File: src/rtl/alu_pipe.sv
// alu_pipe: pipelined ALU with optional saturation, valid/ready flow control and sticky overflow
module alu_pipe #(
  parameter int BW = 16,
  parameter int LAT = 2
) (
  input  logic          clk,
  input  logic          rst_n,
  input  logic          in_valid,
  output logic          in_ready,
  input  logic [BW-1:0] in_a,
  input  logic [BW-1:0] in_b,
  input  logic [3:0]    opcode,
  input  logic          sat_en,
  output logic          out_valid,
  input  logic          out_ready,
  output logic [BW-1:0] out,
  output logic [2:0]    flags,
  output logic          ovf_sticky,
  input  logic          ovf_clr
);
  localparam int SW = $clog2(BW);
  localparam logic [BW-1:0] MAX = {1'b0, {(BW-1){1'b1}}};
  localparam logic [BW-1:0] MIN = {1'b1, {(BW-1){1'b0}}};
  logic [BW-1:0] sum, dif, inc, dec, w, res;
  logic signed [BW-1:0] sra;
  logic [SW-1:0] sh;
  logic big, ovf;
  logic v [LAT];
  logic [BW-1:0] r [LAT];
  logic [2:0] f [LAT];
  assign sum = in_a + in_b;
  assign dif = in_a - in_b;
  assign inc = in_a + BW'(1);
  assign dec = in_a - BW'(1);
  assign sh = in_b[SW-1:0];
  // BW is a power of two, so any set bit above the low SW bits means amount >= BW
  assign big = |(in_b >> SW);
  assign sra = $signed(in_a) >>> sh;
  always_comb begin
    w = '0;
    ovf = 1'b0;
    case (opcode)
      4'h0: begin
        w = sum;
        ovf = (in_a[BW-1] == in_b[BW-1]) && (sum[BW-1] != in_a[BW-1]);
      end
      4'h1: begin
        w = dif;
        ovf = (in_a[BW-1] != in_b[BW-1]) && (dif[BW-1] != in_a[BW-1]);
      end
      4'h2: w = in_a & in_b;
      4'h3: w = in_a | in_b;
      4'h4: w = in_a ^ in_b;
      4'h5: begin
        w = inc;
        ovf = in_a == MAX;
      end
      4'h6: w = in_a;
      4'h7: w = in_b;
      4'h8: w = big ? '0 : in_a << sh;
      4'h9: w = big ? '0 : in_a >> sh;
      4'hA: w = big ? {BW{in_a[BW-1]}} : sra;
      4'hB: begin
        w = dec;
        ovf = in_a == MIN;
      end
      default: w = '0;
    endcase
  end
  // overflow direction always follows the sign of operand a for add/sub/inc/dec
  assign res = (sat_en && ovf) ? (in_a[BW-1] ? MIN : MAX) : w;
  assign in_ready = !out_valid | out_ready;
  assign out_valid = v[LAT-1];
  assign out = r[LAT-1];
  assign flags = f[LAT-1];
  always_ff @(posedge clk) begin
    if (!rst_n) begin
      for (int i = 0; i < LAT; i++) begin
        v[i] <= 1'b0;
        r[i] <= '0;
        f[i] <= '0;
      end
      ovf_sticky <= 1'b0;
    end else begin
      if (in_ready) begin
        v[0] <= in_valid;
        r[0] <= res;
        f[0] <= {ovf, res[BW-1], res == '0};
        for (int i = 1; i < LAT; i++) begin
          v[i] <= v[i-1];
          r[i] <= r[i-1];
          f[i] <= f[i-1];
        end
      end
      if (out_valid && out_ready && flags[2]) ovf_sticky <= 1'b1;
      else if (ovf_clr) ovf_sticky <= 1'b0;
    end
  end
endmodule

File: config.mk
export PLATFORM = sky130hd
export DESIGN_NAME = alu_pipe
export DESIGN_NICKNAME = d
export VERILOG_FILES = /design/src/rtl/alu_pipe.sv
export SDC_FILE = /design/constraint.sdc
export NUM_CORES = 1
export LEC_CHECK = 0
export CAP_MARGIN = 25
export CORE_UTILIZATION = 45
export DETAILED_ROUTE_END_ITERATION = 16
export GPL_TIMING_DRIVEN = 0
export MAX_ROUTING_LAYER = met4
export PLACE_DENSITY = 0.67
export SYNTH_ARGS = -nofsm -noshare
export SYNTH_HDL_FRONTEND = slang
export SYNTH_SLANG_ARGS = --single-unit
File: constraint.sdc
create_clock -name clk -period 12.23 [get_ports clk]
set_input_delay 2.446 -clock clk [delete_from_list [all_inputs] [get_ports clk]]
set_output_delay 2.446 -clock clk [all_outputs]
set_load 0.03 [all_outputs]
; ---- Word level (Yosys, flattened, before mapping)
; Memory sizes are Yosys's and may differ from the RTL's.
; Index checks and enable logic that the tools add are counted.
[totals]
reg_bits = 1
ram_bits = 40
inputBits = 42
out_inout_bits = 22
elab_cells = 67
mem_count = 3
[memory_table]
columns = name, words, word_bits, rd, rd_clocked_by_memory_dff, write_ports, line
row1 = r, 2, 16, 2, 0, 2, 29  ; logic [BW-1:0] r [LAT];
row2 = f, 2, 3, 2, 0, 2, 30  ; logic [2:0] f [LAT];
row3 = v, 2, 1, 2, 0, 2, 28  ; logic v [LAT];
[op_classes]
addsub = 4
n_eq_ne = 17
n_shift = 3
n_mux = 19
bitwise = 10
reduce_logical = 10
[op_table]
columns = operator, count
row1 = 16-bit one-hot mux with 12 select lines, 1
row2 = 16-bit two-way mux, 7
row3 = "16-bit by 1-bit adder with 16-bit output, second input constant", 1
row4 = 16-bit adder, 1
row5 = 16-bit bitwise AND, 1
row6 = "16-bit by 15-bit == test with 1-bit output, second input constant", 1
row7 = "16-bit == test, second input constant", 1
row8 = "4-bit by 3-bit == test with 1-bit output, second input constant", 4
row9 = "4-bit == test, second input constant", 4
row10 = 16-bit logical NOT, 1
row11 = 16-bit OR, 1
row12 = 16-bit by 4-bit << shifter with 16-bit output, 1
row13 = 16-bit by 4-bit right shift with 16-bit output, 1
row14 = 16-bit by 4-bit >>> shifter with 16-bit output, 1
row15 = "16-bit by 1-bit subtractor with 16-bit output, second input constant", 1
row16 = 16-bit subtractor, 1
row17 = 16-bit bitwise XOR, 1
row18 = 12-bit OR reduction, 1
row19 = "4-bit by 2-bit == test with 1-bit output, second input constant", 2
row20 = 1-bit two-way mux, 8
row21 = 1-bit OR, 7
row22 = 3-bit two-way mux, 2
row23 = 1-bit logical AND, 5
row24 = "4-bit by 1-bit == test with 1-bit output, second input constant", 1
row25 = 6 further kinds, 8

; ---- Longest topological paths before layout
[depth]
word_depth = 8
ltp_mapped = 15
mapped_depth_nobuf = 12

; ---- Least setup slack after synthesis
; OpenSTA, ideal clock, no wires.
[synth_timing]
path_kind = input -> register
startpoint = in in_b[2]
endpoint = mem f[0][0] (data pin)
setup_time_ps = 169
t_arrival_ps = 5734
required_time_ps = 12061
path_slack_ps = 6327
cell_stages = 15
path_buffers = 4
path_cell_list = buf_2 > inv_1 > clkbuf_1 > clkbuf_1 > ha_1 > buf_2 > nor3_1 > nor3_1 > a221o_1 > a2111oi_2 > nand4_1 > nor2_1 > nand4_1 > or4b_1 > nor4b_2
[synth_lines]
columns = item, line
row1 = "start, declared", 11  ; input logic [BW-1:0] in_b,
row2 = "end, declared", 30

==> summary.txt <==
outcome - completed
post-DR vias/cell - 6.67
quantity of gates resized following cts - 0
Routed Antenna Nets - 0
asr flop ratio synth - 0
Seq/Total Area, Yosys - 0.158
Final GP Congestion - 1.06
clock-pin slew on the worst setup and hold paths - 0.06 ns
Pwr Total - 0.000590 W
Max Clock Freq - 128 MHz
Area growth syn-to-layout - 14.6%
input/output buffers - 62
most frequent cell after synthesis - nand2_1
vias in the first global route - 7643
first-pass GRT wire length - 46100 um
reg2reg setup slack - 9.98 ns
Filler cells - 1596
die outline width - 130 um
Syn Area/Cell - 7.82 sq um
Rel. slew slack - 0.205
Core ar. - 15900 sq um
post-synthesis cell count - 942
crit-path max FO - 11
Main synth FF type - edfxtp_1
slowest stage delay, CP - 0.72 ns
final wirelength - 31300 um
Slew Limit Fails - 0
post-route minimum period - 7.79 ns
crit end category - flip-flop
Num CTS Buffers - 5
CP Class - in -> reg
chip height - 130 um
fin area - 8430 sq um
slowest cell on the critical path - a2111oi_2
commonest cells in the netlist - nand2_1 (71), a21oi_1 (64), nor2_1 (58), o21ai_0 (55), ha_1 (51)
Min-Delay Path Class - reg -> reg
initial antenna violation count - 0
synth unique cells - 89
Post-synth EDFFs - 38
Pre-antenna DRT Iters - 5
largest net degree at the start of global routing - 22
Post-CTS Setup Bufs - 0
nets@finish - 1111
max_cap viols - 0
CTS tree - done
share of cells above drive strength 1 - 0.108
unrepaired setup endpoints after global routing - false
Synthesis Warnings - 0
crit share post-route - 0.637
placed instance area - 8290 sq um
vias - 8224
Synth top area share - 0.155
Mapped Nets - 1037
Area contributors post-synth - edfxtp_1 (15%), ha_1 (8.7%), mux2i_1 (4.8%), a21oi_1 (4.4%), mux4_2 (4.0%)
pin slew with the least headroom to its limit - 1.16 ns
WHS - 0.476 ns
full die area - 16900 sq um
PwrDens - 70.0 nW/um^2
worst vdd ir - 68.6 uV
#FFs+latches synth - 39
DR WL/cell - 25.4 um
worst setup margin - 4.44 ns
All-Layer GR Usage - 0.385
Final Hold Fails - 0
CP arrival - 7.86 ns
critical path data required time - 12.30 ns
hold buffers post-CTS - 0
critical path startpoint category - primary input
Clock Path Buffers - 2
cells along the critical path - clkdlybuf4s50_1 -> buf_2 -> inv_1 -> clkbuf_1 -> clkbuf_1 -> ha_1 -> buf_2 -> nor3_1 -> nor3_1 -> a221o_1 -> a2111oi_2 -> nand4_1 -> nor2_1 -> nand4_1 -> or4b_1 -> nor4b_2
CTS root buffer - clkbuf_16
residual DRC count - 0
worst skew pair latency - 0.28 ns
Synth area leader - edfxtp_1
Final Skew - 0.00400 ns
final setup violating endpoints - 0
I/O Pins - 64
dpl hpwl - 25000 um
Sum Neg Setup Slack - 0 ns
synthesized area - 7360 sq um
total gr overflow - 0
Leak - 3.39 nW
number of clock sinks - 39
H-tree depth - 2
# diodes - 0
pre-CTS setup slack - 4.30 ns
row count - 46
Starting Density - 0.462
CP top delay family - buffers and inverters
DR iter-0 viols - 853
crit path buf inv count - 6
==> logic make-up after synthesis <==
logic type                 Yosys count  share of synthesized area
and+or+nand+nor                    314                      0.230
AOI/OAI and AO/OA                  299                      0.276
buffers and inverters              153                      0.102
muxes                               60                      0.114
adders and majority gates           53                     0.0921
DFF                                 39                      0.158
xor gates and xnor gates            24                     0.0286
==> path summary, 6_finish.rpt <==
check                     to  startpoint  depth (start not counted)
setup reg to reg     f[0][0]     v[0][1]                          6
hold reg to reg   ovf_sticky  ovf_sticky                          2
hold / removal    ovf_sticky  ovf_sticky                          2
setup / recovery     f[0][0]     in_b[2]                         16
==> registers in the layout, indices dropped and copies added, names as in the netlist <==
| signal | flops |
|---|---|
| v | 2 |
| f | 6 |
| r | 30 |
| ovf_sticky | 1 |
==> routing by layer <==
layer	part of all wire	track usage	wire, um
met1	0.39	0.469	12300
met2	0.44	0.598	13800
met3	0.11	0.0742	3360
met4	0.059	0.215	1850
met5	0	-	0
==> where the power goes <==
group	switching [W]	internal [W]	leakage, nW
logic	0.000191	0.000113	2.86
clock network	0.0000498	0.0000751	0.0669
registers	0.00000268	0.000159	0.460
==> cell type report <==
class                           count  area, sq um  share of cell area
Buffer                            102          558              0.0662
Clock buffer                        6          129              0.0153
Clock inverter                      2         12.5             0.00148
Inverter                           51          191              0.0227
Multi-Input combinational cell    750         5450               0.646
Sequential cell                    39         1160               0.138
Tap cell                          216          270              0.0320
Timing Repair Buffer               67          661              0.0783
==> worst min-delay path, stage by stage (launching register included) <==
cell and delay, ns:
dfxtp_1 0.31, nand2b_1 0.06, a21boi_0 0.06
==> through the flow <==
step,instances,util
2_1_floorplan,942,-
4_1_cts,1232,0.529
3_5_place_dp,1224,0.520
5_1_grt,1233,0.529
6_report,1233,0.529
3_3_place_gp,1220,0.518
==> cells in the final DEF (no fill, tap or decap), types with 7 or more instances in the layout <==
master / synthesis / layout
nand2_1: 71 / 71
a21oi_1: 64 / 64
clkdlybuf4s50_1: 0 / 62
nor2_1: 58 / 58
o21ai_0: 55 / 55
ha_1: 51 / 51
inv_1: 47 / 47
clkbuf_1: 43 / 44
edfxtp_1: 38 / 38
mux2i_1: 35 / 35
buf_2: 28 / 30
nand3_1: 30 / 30
and3_1: 25 / 25
buf_4: 23 / 24
xnor2_1: 23 / 23
nor3_1: 20 / 20
a31oi_1: 19 / 19
nand2b_1: 16 / 16
nand4_1: 16 / 16
nor4_1: 16 / 16
a211oi_1: 16 / 16
o211ai_1: 14 / 14
nor2b_1: 13 / 13
a21o_1: 13 / 13
mux4_2: 13 / 13
o22ai_1: 12 / 12
a221oi_1: 12 / 12
mux2_2: 7 / 7
o221ai_1: 7 / 7
o2111ai_1: 7 / 7
(Power assumes the default switching activity.)
==> variant: new RTL, config.mk and constraints unchanged <==
Change the parameter `LAT` from 2 to 4.
--- a/src/rtl/alu_pipe.sv
+++ b/src/rtl/alu_pipe.sv
@@ -2,5 +2,5 @@
 module alu_pipe #(
   parameter int BW = 16,
-  parameter int LAT = 2
+  parameter int LAT = 4
 ) (
   input  logic          clk,
Behaviour: not the same (a bounded check fails within 4 cycles, from zero or initial values and one cycle with rst_n low).
==> variant against the original RTL <==
  * Area after synthesis increased by 17%
  * Sequential share of layout area increased by 9.2 points
  * Global-route usage down 1.6 points
  * Via count grew 7.0%
  * Routed wire length up 11%
  * Non-clock buffer count rose by 19
  * Sequential cell count up 38
  * Power up 51%
  * Setup slack improved by 0.11 ns
  * First-iteration DRC count grew 10%
  * Final area is 19% higher
  * Clock power increased by 140%
  * Fmax increased by 1.5%
  * Largest cell class unchanged
  * Largest power group is now registers
==> variant: results (changes against the original RTL) <==
[run_status]
status=finished clean  ; unchanged

[worst_setup_path]
arrival_ns=7.76  ; was 7.86 ns
reg2reg_from=v[0][3]$_DFFE_PP_  ; was v[0][1]$_SDFFCE_PN0P_
cp_slowest_cell=clkbuf_1  ; was a2111oi_2
cpPeakStageDelay_ns=0.62  ; was 0.72 ns

[global_route]
grt_use_total=0.368  ; was 0.385
grt_pass1_wl_mm=52.0  ; was 46.1 mm
antenna_found_initial=1  ; was 0

[sta]
tightest_slew_ns=1.18  ; was 1.16 ns

[cells_and_area]
top_regs=r x60, f x12, v x4  ; was r x30, f x6, v x2
layout-drive-gt1-share=0.0944  ; was 0.108
fill_cells=1806  ; was 1596
largest_reg_flops=60  ; was 30
finalNetCount=1172  ; was 1111

[synthesis]
syn_avg_cell_area_um2=8.68  ; was 7.82 µm²
synth_fp_nets=1090  ; was 1037
ys_seq_area_frac=0.267  ; was 0.158
synth_cell_type_count=88  ; was 89
synth.area.top_cells=edfxtp_1 26%, ha_1 7.4%, mux4_2 6.8%, and3_1 4.6%, clkbuf_1 3.7%  ; was edfxtp_1 15%, ha_1 8.7%, mux2i_1 4.8%, a21oi_1 4.4%, mux4_2 4.0%
synth_edf_count=76  ; was 38
synth_common_cells=86 x clkbuf_1, 76 x edfxtp_1, 64 x and3_1, 63 x nor2_1, 61 x nand2_1  ; was 71 x nand2_1, 64 x a21oi_1, 58 x nor2_1, 55 x o21ai_0, 51 x ha_1

[place]
gp_congestion=1.03  ; was 1.06
post-place-cells=1300  ; was 1224
pre_cts_slack_ns=4.31  ; was 4.30 ns
io_buffers=63  ; was 62
hpwl_mm=27.5  ; was 25.0 mm

[detailed_routing]
drtIter0Drc=938  ; was 853
wirelength_mm=34.7  ; was 31.3 mm
vias_per_cell=6.69  ; was 6.67

[cts]
numCtsBuffers=9  ; was 5
htree_levels=3  ; was 2
clk_latency_ns=0.33  ; was 0.28 ns

[pwr]
switching_share=0.315  ; was 0.412
vdd_drop_max_mv=0.0575  ; was 0.0686 mV
leakagePower_nw=4.08  ; was 3.39 nW
power_density_nw_per_um2=89.1  ; was 70.0 nW/µm²

## variant: cell types whose count changed after synthesis, sizes merged, moves of 10 or more
cell | unedited run | this run
clkbuf | 43 | 86
and3 | 25 | 64
edfxtp | 38 | 76
buf | 59 | 31
a21oi | 65 | 51
a31oi | 19 | 9
nand2 | 71 | 61
## variant: logic make-up (layout without fill, tap and decap cells)
kind of cell,Yosys count,count (layout),share of synthesized area
flip-flops,77,77,0.267
AND/OR/NAND/NOR,343,343,0.219
multiplexers,66,66,0.116
other,0,1,0
AO/OA/AOI/OAI,264,264,0.212
adder cells (fa/ha/maj),53,53,0.0786
XOR/XNOR,24,24,0.0244
buffers and inverters,168,254,0.0836
## variant: path summary, 6_finish.rpt
kind / cells after the start / slack (ns) / endpoint
max: 15 / 4.55 / f[0][0]$_SDFFCE_PN0P_
min: 2 / 0.48 / ovf_sticky$_SDFFE_PN0P_
max reg2reg: 4 / 10.35 / f[0][0]$_SDFFCE_PN0P_
min reg2reg: 2 / 0.48 / ovf_sticky$_SDFFE_PN0P_
## variant: final cells by class
class / count / area (µm²) / share of cell area
Buffer: 117 / 531 / 0.0530
Clock inverter: 6 / 113 / 0.0113
Antenna cell: 1 / 2.50 / 0.000250
Tap cell: 234 / 293 / 0.0293
Timing Repair Buffer: 71 / 726 / 0.0725
Inverter: 51 / 191 / 0.0191
Clock buffer: 9 / 225 / 0.0225
Multi-Input combinational cell: 750 / 5620 / 0.562
Sequential cell: 77 / 2300 / 0.230
## variant: through the flow
step / hold slack, ns / power [mW] / utilization / instance area (µm²)
after detailed placement: 0.479 / 0.590 / 0.515 / 9660
final: 0.479 / 0.891 / 0.533 / 10000
after global routing: 0.527 / 0.924 / 0.533 / 10000
after CTS: 0.489 / 0.888 / 0.533 / 10000
after global placement: 0.465 / 0.590 / 0.509 / 9560
after floorplan: 0.528 / 0.489 / - / 8630
## variant: power groups by stage
stage	logic (mW)	registers (mW)	clock network [mW]
CTS	0.280	0.307	0.301
floorplan	0.177	0.311	0
global route	0.306	0.308	0.311
global placement	0.278	0.312	0
finish	0.288	0.307	0.296
detailed placement	0.278	0.312	0
## variant: layer usage
metal,vias to the layer above,wire (µm),share of wire,track usage
li1,3941,-,-,-
met1,4235,13600,0.39,0.440
met2,515,16400,0.47,0.602
met3,109,2960,0.085,0.0595
met4,0,1860,0.054,0.188
met5,-,0,0,-
## variant: worst reg2reg max path: cells and delay by family, from the launching register on
| family | cells | cell delay (ns) |
|---|---|---|
| AND/OR/NAND/NOR | 4 | 1.20 |
| flip-flops | 1 | 0.43 |
